File: src/rtl/cp0_pkg.sv
// Coprocessor-0 shared definitions: register addresses, field positions,
// exception codes and the EPC capture helper.
package cp0_pkg;

    // Register select values seen on cp0_addr
    localparam logic [4:0] CP0_SR    = 5'd12;
    localparam logic [4:0] CP0_CAUSE = 5'd13;
    localparam logic [4:0] CP0_EPC   = 5'd14;
    localparam logic [4:0] CP0_PRID  = 5'd15;

    // SR fields
    localparam int IM_HI   = 15;
    localparam int IM_LO   = 10;
    localparam int EXL_BIT = 1;
    localparam int IE_BIT  = 0;

    // Cause fields
    localparam int BD_BIT = 31;
    localparam int IP_HI  = 15;
    localparam int IP_LO  = 10;
    localparam int EXC_HI = 6;
    localparam int EXC_LO = 2;

    // Exception codes
    localparam logic [4:0] EXC_INT  = 5'd0;
    localparam logic [4:0] EXC_ADEL = 5'd4;
    localparam logic [4:0] EXC_ADES = 5'd5;
    localparam logic [4:0] EXC_RI   = 5'd10;
    localparam logic [4:0] EXC_OV   = 5'd12;

    // Restart address for a victim: a delay-slot victim restarts at its
    // branch, one word earlier (32-bit wrap-around is intended).
    function automatic logic [31:0] victimEpc(input logic [31:0] pc, input logic bd);
        return bd ? (pc - 32'd4) : pc;
    endfunction

endpackage

File: src/rtl/cp0_int_gen.sv
// Interrupt pending register (Cause.IP) and the gated interrupt request.
module cp0_int_gen
    import cp0_pkg::*;
(
    input  logic       clk,
    input  logic       reset,
    input  logic [5:0] hwInt,
    input  logic [5:0] srIm,
    input  logic       srIe,
    input  logic       srExl,
    output logic [5:0] causeIp,
    output logic       intReq
);

    logic [5:0] ipReg;
    logic [5:0] pendingBits;

    // IP samples the external lines on every edge, regardless of any
    // exception entry or ERET happening in the same cycle.
    always_ff @(posedge clk or negedge reset) begin
        if (!reset) begin
            ipReg <= '0;
        end else begin
            ipReg <= hwInt;
        end
    end

    genvar gi;
    generate
        for (gi = 0; gi < 6; gi++) begin : g_mask
            assign pendingBits[gi] = ipReg[gi] & srIm[gi];
        end
    endgenerate

    assign causeIp = ipReg;
    assign intReq  = (|pendingBits) & srIe & ~srExl;

endmodule

File: src/rtl/cp0_unit.sv
// Coprocessor-0 state block: SR, Cause, EPC, PRId, exception entry / ERET
// bookkeeping and the MFC0/MTC0 access port.
module cp0_unit
    import cp0_pkg::*;
#(
    parameter logic [31:0] PRID     = 32'h4255_4141,
    parameter logic [31:0] SR_RESET = 32'h0000_0000
)(
    input  logic        clk,
    input  logic        reset,
    input  logic [4:0]  cp0_addr,
    input  logic        cp0_we,
    input  logic [31:0] cp0_wdata,
    output logic [31:0] cp0_rdata,
    input  logic [31:0] pc,
    input  logic        bd,
    input  logic [4:0]  exc_code,
    input  logic [5:0]  hw_int,
    input  logic        exl_set,
    input  logic        write_protect,
    input  logic        eret,
    output logic        int_req,
    output logic [31:0] epc,
    output logic        exl
);

    // Architectural state (implemented bits only)
    logic [5:0]  srImReg;
    logic        srExlReg;
    logic        srIeReg;
    logic        causeBdReg;
    logic [4:0]  causeExcReg;
    logic [29:0] epcHiReg;
    logic [5:0]  causeIp;

    logic [31:0] victimPc;
    logic        mtc0Ok;
    logic        unusedBits;

    assign victimPc   = victimEpc(pc, bd);
    assign mtc0Ok     = cp0_we & ~write_protect;
    assign unusedBits = ^victimPc[1:0];

    cp0_int_gen u_int_gen (
        .clk     (clk),
        .reset   (reset),
        .hwInt   (hw_int),
        .srIm    (srImReg),
        .srIe    (srIeReg),
        .srExl   (srExlReg),
        .causeIp (causeIp),
        .intReq  (int_req)
    );

    // State update with priority entry > ERET > MTC0; entry drops any MTC0.
    always_ff @(posedge clk or negedge reset) begin
        if (!reset) begin
            srImReg     <= SR_RESET[IM_HI:IM_LO];
            srExlReg    <= SR_RESET[EXL_BIT];
            srIeReg     <= SR_RESET[IE_BIT];
            causeBdReg  <= 1'b0;
            causeExcReg <= '0;
            epcHiReg    <= '0;
        end else if (exl_set) begin
            causeExcReg <= exc_code;
            // A nested entry keeps the original restart point.
            if (!srExlReg) begin
                causeBdReg <= bd;
                epcHiReg   <= victimPc[31:2];
            end
            srExlReg <= 1'b1;
        end else begin
            if (mtc0Ok) begin
                case (cp0_addr)
                    CP0_SR: begin
                        srImReg  <= cp0_wdata[IM_HI:IM_LO];
                        srIeReg  <= cp0_wdata[IE_BIT];
                        srExlReg <= cp0_wdata[EXL_BIT];
                    end
                    CP0_EPC: epcHiReg <= cp0_wdata[31:2];
                    default: ;
                endcase
            end
            // ERET clears EXL even when a concurrent SR write tries to set it.
            if (eret) begin
                srExlReg <= 1'b0;
            end
        end
    end

    // MFC0 read mux; unimplemented bits and addresses read as zero.
    always_comb begin
        cp0_rdata = '0;
        case (cp0_addr)
            CP0_SR: begin
                cp0_rdata[IM_HI:IM_LO] = srImReg;
                cp0_rdata[EXL_BIT]     = srExlReg;
                cp0_rdata[IE_BIT]      = srIeReg;
            end
            CP0_CAUSE: begin
                cp0_rdata[BD_BIT]        = causeBdReg;
                cp0_rdata[IP_HI:IP_LO]   = causeIp;
                cp0_rdata[EXC_HI:EXC_LO] = causeExcReg;
            end
            CP0_EPC:  cp0_rdata = {epcHiReg, 2'b00};
            CP0_PRID: cp0_rdata = PRID;
            default:  cp0_rdata = '0;
        endcase
    end

    assign epc = {epcHiReg, 2'b00};
    assign exl = srExlReg;

endmodule

File: config.mk
export PLATFORM = sky130hd
export DESIGN_NAME = cp0_unit
export DESIGN_NICKNAME = d
export VERILOG_FILES = /design/src/rtl/cp0_pkg.sv /design/src/rtl/cp0_int_gen.sv /design/src/rtl/cp0_unit.sv
export SDC_FILE = /design/constraint.sdc
export NUM_CORES = 1
export LEC_CHECK = 0
export ABC_AREA = 1
export CORE_MARGIN = 4
export CORE_UTILIZATION = 32
export CTS_CLUSTER_SIZE = 20
export DETAILED_ROUTE_END_ITERATION = 6
export PLACE_DENSITY_LB_ADDON = 0.1
export SKIP_LAST_GASP = 1
export SLEW_MARGIN = 20
export SYNTH_ARGS = -nofsm -noshare
export SYNTH_HDL_FRONTEND = slang
export SYNTH_SLANG_ARGS = --single-unit
File: constraint.sdc
create_clock -name clk -period 2.82 [get_ports clk]
set_input_delay 0.564 -clock clk [delete_from_list [all_inputs] [get_ports clk]]
set_output_delay 0.564 -clock clk [all_outputs]
set_load 0.02 [all_outputs]
======== Yosys cells after proc, flatten, opt, wreduce, memory -nomap -nowiden ========
Index checks and enable logic that the tools add are counted.
word-level totals
  bits in registers ....................... 50
  bits of input ports ..................... 87
  output and inout port bits .............. 66
  logic and storage cells ................. 49
cells by class
  add/subtract/negate cells ............... 1
  equal/unequal tests ..................... 5
  muxes and demuxes ....................... 15
  bitwise logic cells ..................... 12
  reductions and logical operators ........ 9
operators by type and width
  operator                                                               number
  30-bit two-way mux                                                     4
  32-bit two-way mux                                                     1
  32-bit by 3-bit subtractor with 32-bit output (second input constant)  1
  15-bit case mux with 2 select lines                                    1
  6-bit case mux with 4 select lines                                     1
  5-bit by 4-bit == test with 1-bit output (second input constant)       4
  5-bit case mux with 3 select lines                                     1
  1-bit bitwise AND                                                      9
  3-bit case mux with 2 select lines                                     1
  3-bit AND reduction                                                    2
  3-bit nonzero test                                                     2
  6-bit OR reduction                                                     1
  1-bit two-way mux                                                      4
  2-bit case mux with 2 select lines                                     1
  2-bit AND reduction                                                    2
  2-bit nonzero test                                                     2
  1-bit NOT                                                              3
  2-bit inequality test (second input constant)                          1
  1-bit case mux with 2 select lines                                     1

======== Depth between registers and ports, before layout ========
  depth after elaboration ................. 5
  depth in mapped cells ................... 12
  gate-level depth less buffers ........... 12

======== Hierarchy ========
Synthesis repeated with hierarchy kept, for this count alone.
unflattened totals
  cell total of the unflattened synthesis .. 535
  area, all modules ....................... 3535.9 um^2
by module, submodules not included
  module       times used  cells an instance  area each (um^2)  seq. area each (um^2)
  cp0_unit     1           515                3331.9            1101.1
  cp0_int_gen  1           20                 203.9             150.1

======== Least setup slack after synthesis ========
Ideal clock, no wire load.
  path type ............................... input to output
  from .................................... input cp0_addr[1]
  to ...................................... output cp0_rdata[2]
  arrival ................................. 1512 ps
  data required time ...................... 2256 ps
  path slack .............................. 744 ps
  stages .................................. 4
  buffers on the path ..................... 1
  path through ............................ nor2_1 nand3_1 clkbuf_1 o21ai_0
between the ends
  cells in the longest elaborated chain, start to end .. 2
  elaborated cells on any way between the ends .. 4
  classes of those cells .................. 3 x eq/ne; 1 x mux
RTL lines
  what                                      line            RTL
  start, declared                           cp0_unit.sv:11  input logic [4:0] cp0_addr,
  5-bit by 4-bit == test with 1-bit output  cp0_unit.sv:94  case (cp0_addr)
  5-bit case mux with 3 select lines *      cp0_unit.sv:94
  end, declared                             cp0_unit.sv:14  output logic [31:0] cp0_rdata,
Every way passes the cells marked *; elsewhere a longest branch is shown, timed or not.

======== Worst setup path after layout ========
  from .................................... input cp0_addr[3]
  to ...................................... output cp0_rdata[21]
between the ends
  cells in the longest elaborated chain, start to end .. 2
  elaborated cells on any way between the ends .. 3
  classes of those cells .................. 2 x eq/ne; 1 x mux
RTL lines
  what                                      line
  5-bit by 4-bit == test with 1-bit output  cp0_unit.sv:94
  15-bit case mux with 2 select lines *     cp0_unit.sv:94
Marks and branches as above.

==> key figures <==
Final layout
  – Synthesis-to-finish area growth: 51.3%
  – Most common cell after layout, fill and taps aside: nand2_1
  – Most frequent cells in the layout: nand2_1, nor2_1, clkdlybuf4s50_1
  – Cell area after layout: approximately 5400 um2
  – Final Instance Count excl. Fillers: around 850
  – Fin nets: ~800
  – Share of cells above drive strength 1: 0.0798
  – # diodes: 0

Worst setup path
  – Worst-path fanout max: 6
  – CP top delay family: buffers and inverters
  – Req. time, crit path: 2.26 ns
  – CP max stage delay: ~0.61 ns
  – CP endpoint kind: output port
  – Crit path buffers/inverters: 4
  – CP max-delay cell: clkdlybuf4s50_1
  – Crit path arrival time: around 2.4 ns
  – Worst setup SP type: input port
  – Worst-path cell chain: clkdlybuf4s50_1, nand2_1, inv_1, nand2_2, nor2_4, clkinvlp_4, nor2_1, clkdlybuf4s50_1
  – Cell mode on critical path: clkdlybuf4s50_1
  – Setup CP Type: in -> out

Global routing
  – Global route total overflow: 0
  – Antenna violations before repair: 0
  – Largest net degree at the start of global routing: 32
  – Total GRT Usage: 0.194
  – First-pass GRT wire length: 19900 um
  – Vias in the first global route: just under 4000

Synthesis
  – Synthesized area: approximately 3500 um2
  – Ys flop type: dfrtp_1
  – Multiplexer share of the synthesized area: 0
  – Largest family of logic cells by synthesized area: simple AND/OR/NAND/NOR gates
  – FFs w/ async S/R, synth: 1.00
  – Post-synthesis xor/xnor area fraction: 0.0247
  – Seq/Total Area, Yosys: 0.353
  – Unique masters post-synth: 35
  – Syn_area_per_cell: 6.38 um2
  – Compound-Gate Fraction of Synth Area: 0.123
  – Syn Inst Count: roughly 560
  – Post-synthesis adder-cell area fraction: 0.00353
  – Synth Area in Simple Gates: 0.378
  – Post-synth EDFFs: 0
  – #FFs+latches synth: 50
  – Synth Warn #: 0

Floorplanning
  – Row cnt: 38
  – Io pins: ~150
  – DIE AREA: ~13000 um2
  – Core ar.: 10800 um2
  – DIE HEIGHT: ~110 um
  – Die Wd: 113 um
  – Initial core utilization: 0.327

Power
  – VDD IR-drop max: 0.180 mV
  – PD cells: around 390 nW/um2
  – Leak: 0.00282 uW

Placed design
  – Post-DP HPWL: between 10000 and 15000 um
  – Final estimated routing congestion in global placement: about 0.9
  – Pre-CTS WS: -0.171 ns
  – Post-DP Area: around 5200 um2
  – Placed insts: 843
  – PortBufs: approximately 150

Drt
  – Via density per instance: between 4 and 5
  – Detailed-route via count: 3937
  – Antenna Nets Post-Route: 0
  – WL/cell: between 10 and 15 um
  – DRC: 0
  – First DRT Iteration DRCs: between 150 and 200
  – Drt first pass iters: 4
  – Routed Wire Length: between 10000 and 15000 um

Clock network
  – CTS Buf Count: 5
  – Clock Pin Slew Worst Setup and Hold Paths: 0.09 ns
  – H-tree depth: 2
  – Root Buffer: clkbuf_8
  – Clock Latency Late Sink: between 0.3 and 0.4 ns
  – CTS Sinks: 50
  – CTS tree: done
  – CTS max path bufs: 2

Run status
  – Status: complete, but fails checks
  – Violated checks: setup timing

Timing
  – Final period util: 1.06
  – Tightest Pin Transition: just over 0.7 ns
  – RSZ-0062 raised after global routing: yes
  – Final Worst Setup Slack: -0.166 ns
  – Slew Limit Fails: 0
  – Min cycle time layout: approximately 3.0 ns
  – # setup viols final: 7
  – Clock skew: approximately 0.0087 ns
  – Fmax: approximately 330 MHz
  – Slew HR: 0.526
  – Final hold vios: 0

Run
  – Maximum capacitance violations: 0

Min path
  – Hold Crit Class: in -> async
==> report_power, final <==
part / leakage [uW] / switching, uW / internal, uW
clock network: 0.0000472 / 244 / 198
logic: 0.00219 / 406 / 363
registers: 0.000578 / 78.0 / 823
==> cells in the mapped netlist, types with 3 or more instances <==
| cell type | count | share of area |
|---|---|---|
| nand2_1 | 142 | 0.15 |
| nor2_1 | 121 | 0.13 |
| inv_1 | 76 | 0.080 |
| dfrtp_1 | 50 | 0.35 |
| o21ai_0 | 31 | 0.044 |
| nand3_1 | 24 | 0.034 |
| a21oi_1 | 21 | 0.030 |
| xor2_1 | 9 | 0.022 |
| buf_2 | 6 | 0.0085 |
| clkbuf_1 | 6 | 0.0063 |
| nand4_1 | 6 | 0.011 |
| nor2_2 | 6 | 0.011 |
| o221ai_1 | 6 | 0.015 |
| buf_4 | 5 | 0.011 |
| nor2_4 | 5 | 0.016 |
| o21ai_1 | 5 | 0.0071 |
| nand2_2 | 4 | 0.0071 |
| nor3_1 | 4 | 0.0056 |
| o22ai_1 | 4 | 0.0071 |
| a31oi_1 | 3 | 0.0053 |
| inv_2 | 3 | 0.0032 |
| nand3_2 | 3 | 0.0085 |
| o31ai_1 | 3 | 0.0063 |
==> metal layers <==
layer | GRT usage | share of wire | up-vias
met5 | 0 | 0 | -
met4 | 0.0361 | 0.011 | 0
met3 | 0.0316 | 0.062 | 10
met2 | 0.315 | 0.45 | 121
met1 | 0.275 | 0.48 | 1774
li1 | - | - | 2032
==> registers in the layout (all words and copies together), names as in the netlist <==
| register | cells |
|---|---|
| epcHiReg | 30 |
| causeExcReg | 5 |
| u_int_gen.causeIp | 6 |
| srImReg | 6 |
| causeBdReg | 1 |
| srIeReg | 1 |
| exl | 1 |
==> through the flow <==
stage	total power, uW	setup TNS (ns)	util	hold WS (ns)
finish	2110	-0.229	0.495	0.290
global route	2250	-1.25	0.495	0.333
CTS	2140	-1.92	0.490	0.313
detailed placement	1700	-2.91	0.482	0.497
global placement	1680	-2.43	0.482	0.493
floorplan	1260	0	-	0.268
==> repair_timing <==
action / in CTS / in global routing
hold buffers: 0 / 0
gates resized for setup: 14 / 16
cloned: 0 / 1
setup endpoints to repair: 25 / 15
setup buffers: 0 / 2
hold endpoints to repair: 0 / 0
pin swaps: 0 / 1
==> layout make-up <==
class | instances | area (um2)
clock buffer | 6 | 82.6
clock inverter | 2 | 12.5
fill | 1143 | 5470
inverter | 80 | 305
multi-input combinational | 407 | 1880
sequential | 50 | 1250
tap | 140 | 175
timing repair buffer | 168 | 1650
timing repair inverter | 1 | 7.51
==> logic make-up (layout without fill, tap and decap cells) <==
family / after synthesis / in the layout
AND/OR/NAND/NOR: 318 / 318
buffers and inverters: 100 / 257
AO/OA/AOI/OAI: 76 / 76
flip-flops: 50 / 50
XOR/XNOR: 10 / 10
adder cells (fa/ha/maj): 1 / 1
other: 1 / 2
==> final timing paths <==
check | start | end | slack [ns] | depth (start not counted)
worst min-delay path | reset | srImReg[2]$_DFFE_PN0P_ | 0.29 | 1
min in group clk | epcHiReg[22]$_DFFE_PN0P_ | epcHiReg[22]$_DFFE_PN0P_ | 0.51 | 2
worst max register to register | exl$_DFFE_PN0P_ | epcHiReg[7]$_DFFE_PN0P_ | 1.30 | 6
max in group asynchronous | reset | epcHiReg[6]$_DFFE_PN0P_ | 1.87 | 2
worst max-delay path | cp0_addr[3] | cp0_rdata[21] | -0.17 | 8
worst min register to register | epcHiReg[22]$_DFFE_PN0P_ | epcHiReg[22]$_DFFE_PN0P_ | 0.51 | 2
No activity file was read; power rests on OpenSTA's default activity.
